--- src/rtl/avr_dmem_pkg.sv ---
// avr_dmem_pkg
// Shared definitions for the AVR data-memory path: default RAM geometry
// (also used by data_memory) and the read-return source encoding used by
// avr_dmem_arbiter.
package avr_dmem_pkg;

    localparam int DMEM_ADDR_W = 11;
    localparam int DMEM_DATA_W = 8;

    // Width of the starvation counter; STARVE_LIMIT must fit (1..15).
    localparam int STARVE_CNT_W = 4;

    // Source of the read whose data arrives on mem_rdata this cycle.
    typedef enum logic [1:0] {
        RD_NONE    = 2'd0,
        RD_CPU     = 2'd1,
        RD_CPU_OOB = 2'd2,
        RD_EXT     = 2'd3
    } rd_src_t;

endpackage : avr_dmem_pkg

--- src/rtl/avr_dmem_starve_ctr.sv ---
// avr_dmem_starve_ctr
// Saturating counter of consecutive cycles the external master was denied.
// Ports:
//   CLK       clock
//   RST       synchronous active-high reset (count -> 0)
//   inc_i     ext requested but was not granted
//   clr_i     ext granted or not requesting
//   freeze_i  hold the count (bus lock active)
//   at_limit_o count has reached LIMIT
module avr_dmem_starve_ctr
    import avr_dmem_pkg::*;
#(
    parameter int LIMIT = 4
) (
    input  logic CLK,
    input  logic RST,
    input  logic inc_i,
    input  logic clr_i,
    input  logic freeze_i,
    output logic at_limit_o
);

    localparam logic [STARVE_CNT_W-1:0] LIMIT_C = STARVE_CNT_W'(LIMIT);

    logic [STARVE_CNT_W-1:0] cnt_q;
    logic [STARVE_CNT_W-1:0] cnt_d;

    // Next count: freeze beats clear, clear beats increment; saturate at LIMIT.
    always_comb begin
        cnt_d = cnt_q;
        if (freeze_i) begin
            cnt_d = cnt_q;
        end else if (clr_i) begin
            cnt_d = {STARVE_CNT_W{1'b0}};
        end else if (inc_i && (cnt_q != LIMIT_C)) begin
            cnt_d = cnt_q + {{(STARVE_CNT_W-1){1'b0}}, 1'b1};
        end else begin
            cnt_d = cnt_q;
        end
    end

    // Count register with synchronous reset.
    always_ff @(posedge CLK) begin
        if (RST) begin
            cnt_q <= {STARVE_CNT_W{1'b0}};
        end else begin
            cnt_q <= cnt_d;
        end
    end

    assign at_limit_o = (cnt_q == LIMIT_C);

endmodule : avr_dmem_starve_ctr

--- src/rtl/avr_dmem_arbiter.sv ---
// avr_dmem_arbiter
// Shares the single-port AVR data RAM between the CPU data port and one
// external (debug/DMA) master. CPU has priority; the external master is
// forced through after STARVE_LIMIT consecutive denied cycles.
// Optional feature macro: AVR_DMEM_ARB_LOCK_EN (adds ext_lock bus locking).
// Ports:
//   CLK, RST                        clock, synchronous active-high reset
//   cpu_req/we/addr/wdata           CPU access request (16-bit address)
//   cpu_rdata                       CPU read data, cycle after granted read
//   cpu_stall                       CPU lost arbitration, must retry
//   ext_req/we/addr/wdata           external master request
//   ext_lock (macro only)           keep ownership across grants
//   ext_gnt                         external access accepted this cycle
//   ext_rvalid/ext_rdata            external read return
//   cpu_oob                         sticky: CPU accessed beyond the RAM
//   mem_addr/we/wdata, mem_rdata    RAM port (1-cycle registered read)
module avr_dmem_arbiter
    import avr_dmem_pkg::*;
#(
    parameter int ADDR_W       = DMEM_ADDR_W,
    parameter int DATA_W       = DMEM_DATA_W,
    parameter int STARVE_LIMIT = 4
) (
    input  logic              CLK,
    input  logic              RST,
    input  logic              cpu_req,
    input  logic              cpu_we,
    input  logic [15:0]       cpu_addr,
    input  logic [DATA_W-1:0] cpu_wdata,
    output logic [DATA_W-1:0] cpu_rdata,
    output logic              cpu_stall,
    input  logic              ext_req,
    input  logic              ext_we,
    input  logic [ADDR_W-1:0] ext_addr,
    input  logic [DATA_W-1:0] ext_wdata,
`ifdef AVR_DMEM_ARB_LOCK_EN
    input  logic              ext_lock,
`endif
    output logic              ext_gnt,
    output logic              ext_rvalid,
    output logic [DATA_W-1:0] ext_rdata,
    output logic              cpu_oob,
    output logic [ADDR_W-1:0] mem_addr,
    output logic              mem_we,
    output logic [DATA_W-1:0] mem_wdata,
    input  logic [DATA_W-1:0] mem_rdata
);

    logic              cpu_win_s;
    logic              ext_win_s;
    logic              oob_addr_s;
    logic              at_limit_s;
    logic              lock_q;
    logic              lock_d;
    rd_src_t           rd_src_q;
    rd_src_t           rd_src_d;
    logic              cpu_oob_q;
    logic              cpu_oob_d;
    logic [ADDR_W-1:0] mem_addr_q;

    assign oob_addr_s = |cpu_addr[15:ADDR_W];

    // Arbitration: nothing is granted while in reset; a held lock gives ext
    // the bus outright; otherwise CPU wins contention unless ext is starved.
    always_comb begin
        cpu_win_s = 1'b0;
        ext_win_s = 1'b0;
        if (RST) begin
            cpu_win_s = 1'b0;
            ext_win_s = 1'b0;
        end else if (lock_q) begin
            cpu_win_s = 1'b0;
            ext_win_s = ext_req;
        end else if (cpu_req && ext_req) begin
            cpu_win_s = ~at_limit_s;
            ext_win_s = at_limit_s;
        end else begin
            cpu_win_s = cpu_req;
            ext_win_s = ext_req;
        end
    end

    // RAM port mux; out-of-range CPU writes are suppressed, and an idle
    // cycle keeps the previous address on the bus.
    always_comb begin
        mem_addr  = mem_addr_q;
        mem_we    = 1'b0;
        mem_wdata = {DATA_W{1'b0}};
        if (cpu_win_s) begin
            mem_addr  = cpu_addr[ADDR_W-1:0];
            mem_we    = cpu_we & ~oob_addr_s;
            mem_wdata = cpu_wdata;
        end else if (ext_win_s) begin
            mem_addr  = ext_addr;
            mem_we    = ext_we;
            mem_wdata = ext_wdata;
        end else begin
            mem_addr  = mem_addr_q;
            mem_we    = 1'b0;
            mem_wdata = {DATA_W{1'b0}};
        end
    end

    // Record who owns the data returning next cycle, the sticky OOB flag and
    // the next lock state.
    always_comb begin
        rd_src_d  = RD_NONE;
        cpu_oob_d = cpu_oob_q | (cpu_win_s & oob_addr_s);
        lock_d    = lock_q;
        if (cpu_win_s && !cpu_we) begin
            rd_src_d = oob_addr_s ? RD_CPU_OOB : RD_CPU;
        end else if (ext_win_s && !ext_we) begin
            rd_src_d = RD_EXT;
        end else begin
            rd_src_d = RD_NONE;
        end
`ifdef AVR_DMEM_ARB_LOCK_EN
        if (ext_win_s) begin
            lock_d = ext_lock;
        end else if (!ext_req) begin
            lock_d = 1'b0;
        end else begin
            lock_d = lock_q;
        end
`else
        lock_d = 1'b0;
`endif
    end

    // State registers with synchronous reset.
    always_ff @(posedge CLK) begin
        if (RST) begin
            rd_src_q   <= RD_NONE;
            cpu_oob_q  <= 1'b0;
            lock_q     <= 1'b0;
            mem_addr_q <= {ADDR_W{1'b0}};
        end else begin
            rd_src_q   <= rd_src_d;
            cpu_oob_q  <= cpu_oob_d;
            lock_q     <= lock_d;
            mem_addr_q <= mem_addr;
        end
    end

    avr_dmem_starve_ctr #(
        .LIMIT (STARVE_LIMIT)
    ) u_starve (
        .CLK        (CLK),
        .RST        (RST),
        .inc_i      (ext_req & ~ext_win_s),
        .clr_i      (ext_win_s | ~ext_req),
        .freeze_i   (lock_q),
        .at_limit_o (at_limit_s)
    );

    // Read returns are masked during reset so a pending read is dropped.
    assign cpu_stall  = cpu_req & ~cpu_win_s & ~RST;
    assign ext_gnt    = ext_win_s;
    assign ext_rvalid = ~RST & (rd_src_q == RD_EXT);
    assign ext_rdata  = ext_rvalid ? mem_rdata : {DATA_W{1'b0}};
    assign cpu_rdata  = (~RST & (rd_src_q == RD_CPU)) ? mem_rdata : {DATA_W{1'b0}};
    assign cpu_oob    = cpu_oob_q;

endmodule : avr_dmem_arbiter

--- config.mk ---
export PLATFORM = sky130hd
export DESIGN_NAME = avr_dmem_arbiter
export DESIGN_NICKNAME = d
export VERILOG_FILES = /design/src/rtl/avr_dmem_pkg.sv /design/src/rtl/avr_dmem_starve_ctr.sv /design/src/rtl/avr_dmem_arbiter.sv
export SDC_FILE = /design/constraint.sdc
export NUM_CORES = 1
export LEC_CHECK = 0
export ABC_AREA = 1
export CORE_MARGIN = 2
export CORE_UTILIZATION = 36
export DETAILED_ROUTE_END_ITERATION = 8
export PLACE_DENSITY = 0.89
export SYNTH_ARGS = -nofsm -noshare
export SYNTH_HDL_FRONTEND = slang
export SYNTH_SLANG_ARGS = --single-unit
--- constraint.sdc ---
create_clock -name CLK -period 3 [get_ports CLK]
set_clock_uncertainty 0.2 [all_clocks]
set_input_delay 0.45 -clock CLK [delete_from_list [all_inputs] [get_ports CLK]]
set_output_delay 0.45 -clock CLK [all_outputs]
set_load 0.005 [all_outputs]
# Word level (Yosys, flattened, before mapping)
# Index checks and enable logic that the tools add are counted.
# totals
ff_bits	18
input_bits	57
out_inout_bits	40
wordCells	47
# classes
add_sub_neg	1
eq_ne	4
muxes	15
bitwise_logic	15
reduce_logical	8
# op_table
op	count
8-bit two-way mux	4
11-bit two-way mux	2
1-bit AND	7
1-bit two-way mux	6
2-bit two-way mux	3
1-bit inverter	6
5-bit OR reduction	1
4-bit by 1-bit adder with 4-bit output (second input constant)	1
4-bit by 3-bit equality test with 1-bit output (second input constant)	1
1-bit logical AND	4
4-bit by 3-bit != test with 1-bit output (second input constant)	1
2-bit by 1-bit equality test with 1-bit output (second input constant)	1
2-bit equality test (second input constant)	1
1-bit zero test	2
1-bit bitwise OR	2
2-bit OR reduction	1

# Longest topological paths before layout
# Gate-level depths: netlist of run 1.
# logic_depth
ltp_word	7
depth_mapped	10
depth_no_buf	9

# Hierarchy
# A second synthesis of run 1 with hierarchy kept.
# hier_totals
cells_unflattened	223
hier_area_um2	1263.7
# by_module_without_submodules
mod	n_inst	cells_per_inst	area_each_um2	seq_area_each_um2
avr_dmem_arbiter	1	178	993.5	280.3
avr_dmem_starve_ctr	1	45	270.3	80.1

# Least setup slack after synthesis of run 1
# No wires, ideal clock.
# synth_timing
kind	reg-to-output
start	register u_starve.cnt_q[0]
end	output port mem_addr[0]
arrival_time_ns	1.271
t_required_ns	2.350
slack_ns	1.079
path_stages_with_launch	9
path_buffers	1
path_cell_list	dfxtp_1 inv_1 ha_1 nand4_1 nand2_2 buf_6 or2_1 nand2_1 inv_1
# synth_between
elab_chain_cells	5
elab_cells_between_ends	8
classes_between	1 x eq/ne; 6 x mux; 1 x bitwise
# synth_rtl
item	line	text
start, declared	avr_dmem_starve_ctr.sv:25	logic [STARVE_CNT_W-1:0] cnt_q;
start signal, assigned	avr_dmem_starve_ctr.sv:45	cnt_q <= {STARVE_CNT_W{1'b0}};
start signal, assigned	avr_dmem_starve_ctr.sv:47	cnt_q <= cnt_d;
4-bit by 3-bit equality test with 1-bit output (*)	avr_dmem_starve_ctr.sv:51	assign at_limit_o = (cnt_q == LIMIT_C);
1-bit two-way mux or 1-bit inverter (tied branches)	avr_dmem_arbiter.sv:74, avr_dmem_arbiter.sv:75	
1-bit two-way mux, on equally long branches	avr_dmem_arbiter.sv:68, avr_dmem_arbiter.sv:74	
11-bit two-way mux or 1-bit two-way mux (tied branches)	avr_dmem_arbiter.sv:93, avr_dmem_arbiter.sv:68	
11-bit two-way mux (*)	avr_dmem_arbiter.sv:89	if (cpu_win_s) begin
end, declared	avr_dmem_arbiter.sv:43	output logic [ADDR_W-1:0] mem_addr,
# Every way passes the cells marked *; elsewhere a longest branch is shown, timed or not.

# Final worst setup path of run 1
# layout_timing
start	input port ext_req
end	output port mem_addr[7]
# layout_between
elab_chain_cells	5
elab_cells_between_ends	7
classes_between	6 x mux; 1 x reduce/logical
# layout_rtl
item	line	text
start, declared	avr_dmem_arbiter.sv:32	input logic ext_req,
1-bit logical AND	avr_dmem_arbiter.sv:74	end else if (cpu_req && ext_req) begin
1-bit two-way mux	avr_dmem_arbiter.sv:74	
1-bit two-way mux	avr_dmem_arbiter.sv:68	if (RST) begin
11-bit two-way mux	avr_dmem_arbiter.sv:93	end else if (ext_win_s) begin
11-bit two-way mux (*)	avr_dmem_arbiter.sv:89	
# Marked as above.

==> flow_results.xml, run 1 <==
<?xml version="1.0" encoding="UTF-8"?>
<metrics>
  <group name="cells_and_area">
    <metric name="num-fill-cells" unit="">297</metric>
    <metric name="antenna_cells" unit="">0</metric>
    <metric name="fin_nets" unit="">363</metric>
    <metric name="layoutNonFillerInstCount" unit="">348</metric>
    <metric name="multi_input_gate_area" unit="um^2">693</metric>
    <metric name="seqCellArea" unit="um^2">360</metric>
    <metric name="final_cell_mix" unit="">96 x sky130_fd_sc_hd__clkdlybuf4s50_1, 55 x sky130_fd_sc_hd__nand2_1, 33 x sky130_fd_sc_hd__inv_1</metric>
    <metric name="synth_to_final_area_change" unit="%">83.3</metric>
    <metric name="fin_util" unit="%">68.6</metric>
    <metric name="final_cell_area" unit="um^2">2270</metric>
    <metric name="layout-drive-gt1-share" unit="%">6.62</metric>
    <metric name="leading_cell_type_in_the_layout_fill_and_taps_excluded" unit="">sky130_fd_sc_hd__clkdlybuf4s50_1</metric>
  </group>
  <group name="global_route">
    <metric name="grt_pass1_vias" unit="">1518</metric>
    <metric name="pin_count_of_the_biggest_net_entering_global_routing" unit="">25</metric>
    <metric name="grt_first_pass_wirelength" unit="um">6240</metric>
    <metric name="gr-usage-all-layers" unit="%">19.3</metric>
    <metric name="grt_antenna_before_repair" unit="">0</metric>
    <metric name="gr-total-overflow" unit="">0</metric>
  </group>
  <group name="route">
    <metric name="drt_first_pass_iters" unit="">4</metric>
    <metric name="initialDrtViolationCount" unit="">45</metric>
    <metric name="vias" unit="">1548</metric>
    <metric name="avgRoutedWirePerCell" unit="um">10.5</metric>
    <metric name="drc" unit="">0</metric>
    <metric name="detail_route.vias_per_cell" unit="">4.45</metric>
    <metric name="drtAntennaViolNets" unit="">0</metric>
    <metric name="drt_wl_total" unit="um">3640</metric>
  </group>
  <group name="synth">
    <metric name="yosys.area.top_type_share" unit="%">29.1</metric>
    <metric name="seq_area_frac_synth" unit="%">29.1</metric>
    <metric name="yosys_warnings" unit="">0</metric>
    <metric name="ys_ff_latch" unit="">18</metric>
    <metric name="synth_instances" unit="">204</metric>
    <metric name="avgSynthCellArea" unit="um^2">6.07</metric>
    <metric name="synth.lib_cells_used.distinct" unit="">24</metric>
    <metric name="synth_area" unit="um^2">1240</metric>
    <metric name="syn-num-nets" unit="">263</metric>
    <metric name="synth_largest_area_cell" unit="">sky130_fd_sc_hd__dfxtp_1</metric>
    <metric name="ranking_of_synthesized_cells_by_area" unit="">sky130_fd_sc_hd__dfxtp_1 29%, sky130_fd_sc_hd__nand2_1 17%, sky130_fd_sc_hd__nand3_1 11%</metric>
  </group>
  <group name="clock_tree">
    <metric name="clock_path_buffers" unit="">2</metric>
    <metric name="cts_inserted_buffers" unit="">3</metric>
    <metric name="ctsHtreeMaxLevel" unit="">1</metric>
    <metric name="clock_latency" unit="ns">0.28</metric>
    <metric name="clockRootBuffer" unit="">sky130_fd_sc_hd__clkbuf_4</metric>
    <metric name="path_clk_slew" unit="ns">0.09</metric>
    <metric name="clock_sinks" unit="">18</metric>
    <metric name="cts_tree" unit="">done</metric>
    <metric name="hold_bufs_inserted_after_cts" unit="">0</metric>
  </group>
  <group name="worst_setup_path">
    <metric name="critical_path.startpoint_type" unit="">input port</metric>
    <metric name="crit_fanout" unit="">10</metric>
    <metric name="crit_path_end_kind" unit="">output pin</metric>
    <metric name="timing.setup.critical_path_class" unit="">in2out</metric>
    <metric name="timing.critical_path.arrival" unit="ns">2.21</metric>
    <metric name="cp.required" unit="ns">2.35</metric>
    <metric name="timing.reg2reg.setup_slack" unit="ns">1.23</metric>
  </group>
  <group name="placed_design">
    <metric name="io_buffers" unit="">96</metric>
    <metric name="finalWeightedCongestion" unit="">0.781</metric>
    <metric name="placed_cell_area" unit="um^2">2230</metric>
    <metric name="placed_cells_incl_taps" unit="">344</metric>
    <metric name="place_ws" unit="ns">0.0449</metric>
    <metric name="place.detailed.hpwl" unit="um">3060</metric>
  </group>
  <group name="timing">
    <metric name="timing.setup.tns" unit="ns">0</metric>
    <metric name="finalWorstPathRequiredPeriod" unit="ns">2.86</metric>
    <metric name="hold_slack" unit="ns">0.277</metric>
    <metric name="setup_viol_count_final" unit="">0</metric>
    <metric name="setup_slack" unit="ns">0.143</metric>
    <metric name="timing.max_slew.rel_slack" unit="%">75.0</metric>
    <metric name="timing_worst_slew_pin_value" unit="ns">0.374</metric>
    <metric name="drv_slew" unit="">0</metric>
    <metric name="timing_hold_violations_final" unit="">0</metric>
    <metric name="finalCritPeriodShare" unit="%">95.2</metric>
    <metric name="grt_setup_unrepaired" unit="">no</metric>
    <metric name="fmax" unit="GHz">0.350</metric>
  </group>
  <group name="die">
    <metric name="placeable_core_area" unit="um^2">3310</metric>
    <metric name="die_area" unit="um^2">3930</metric>
    <metric name="fp-row-count" unit="">21</metric>
    <metric name="i_o_pins" unit="">97</metric>
    <metric name="initial_utilization" unit="%">37.4</metric>
    <metric name="chipHeight" unit="um">62.7</metric>
    <metric name="die_w" unit="um">62.7</metric>
  </group>
  <group name="pwr">
    <metric name="power_density" unit="nW/um^2">265</metric>
    <metric name="leakage" unit="nW">1.07</metric>
    <metric name="ir_drop" unit="mV">0.208</metric>
    <metric name="report.power.total" unit="uW">602</metric>
  </group>
  <group name="run_status">
    <metric name="status" unit="">finished, final reports clean</metric>
  </group>
  <group name="run">
    <metric name="timing.max_cap.violations" unit="">0</metric>
  </group>
  <group name="min_path">
    <metric name="worstHoldPathType" unit="">reg2reg</metric>
  </group>
</metrics>
==> registers in the layout, indices dropped and copies added, names as in the netlist <==
| signal | cells |
|---|---|
| cpu_oob | 1 |
| mem_addr_q | 11 |
| u_starve.cnt_q | 4 |
| rd_src_q | 2 |
==> kinds of logic after synthesis <==
family	after synthesis	share of synthesized area [%]
AND/OR/NAND/NOR	132	48.1
buffers and inverters	42	15.8
flip-flops	18	29.1
AO/OA/AOI/OAI	8	3.64
XOR/XNOR	2	1.41
adder cells (fa/ha/maj)	2	2.02
==> critical path, stage by stage <==
cell                              delay, ns
sky130_fd_sc_hd__clkdlybuf4s50_1       0.53
sky130_fd_sc_hd__nand2_1               0.07
sky130_fd_sc_hd__inv_1                 0.06
sky130_fd_sc_hd__nand2_2               0.07
sky130_fd_sc_hd__nand2_2               0.10
sky130_fd_sc_hd__buf_4                 0.18
sky130_fd_sc_hd__nand2_1               0.06
sky130_fd_sc_hd__nand3_1               0.07
sky130_fd_sc_hd__nand2_1               0.07
sky130_fd_sc_hd__inv_1                 0.06
sky130_fd_sc_hd__clkdlybuf4s50_1       0.49
==> layout make-up <==
cell class,instances,share of cell area [%]
multi-input cells,144,30.5
well taps,46,2.53
clock buffers,3,0.992
inverters,35,5.79
flip-flops and latches,18,15.9
repair buffers,102,44.3
==> per-layer routing <==
metal	up-vias	wire length, um	track usage (%)
li1	816	-	-
met1	672	1440	19.7
met2	58	1910	37.1
met3	2	282	5.23
met4	0	10	6.67
met5	-	0	0
==> Yosys cell counts (all sizes together) <==
library cell	count
a21oi	4
buf	6
clkbuf	1
clkinv	1
dfxtp	18
ha	2
inv	34
nand2	58
nand3	27
nand3b	1
nand4	1
nor2	31
nor3	2
o211ai	1
o21ai	1
o22ai	2
or2	12
xor2	2
==> report_power, final <==
group | internal, mW | switching (mW) | leakage, nW
sequential | 0.254 | 0.00475 | 0.148
combinational | 0.143 | 0.0854 | 0.908
clock | 0.0466 | 0.0686 | 0.0138
==> worst paths after layout <==
kind | start | cells past startpoint | endpoint
max | ext_req | 11 | mem_addr[7]
min | u_starve.cnt_q[3] | 2 | u_starve.cnt_q[3]
max reg2reg | u_starve.cnt_q[0] | 7 | mem_addr_q[10]
min reg2reg | u_starve.cnt_q[3] | 2 | u_starve.cnt_q[3]
==> what timing repair did <==
item | 4_1_cts | 5_1_grt
endpoints found under the setup margin | 0 | 29
setup buffers | 0 | 1
gates resized for setup | 0 | 2
Note: power is estimated with default switching activity, not from simulation.
==> run 2, diff against run 1 <==
- CAP_MARGIN: not set -> 20
==> results of run 2 <==
The final DEF is identical to that of run 1; final timing and power are the same.
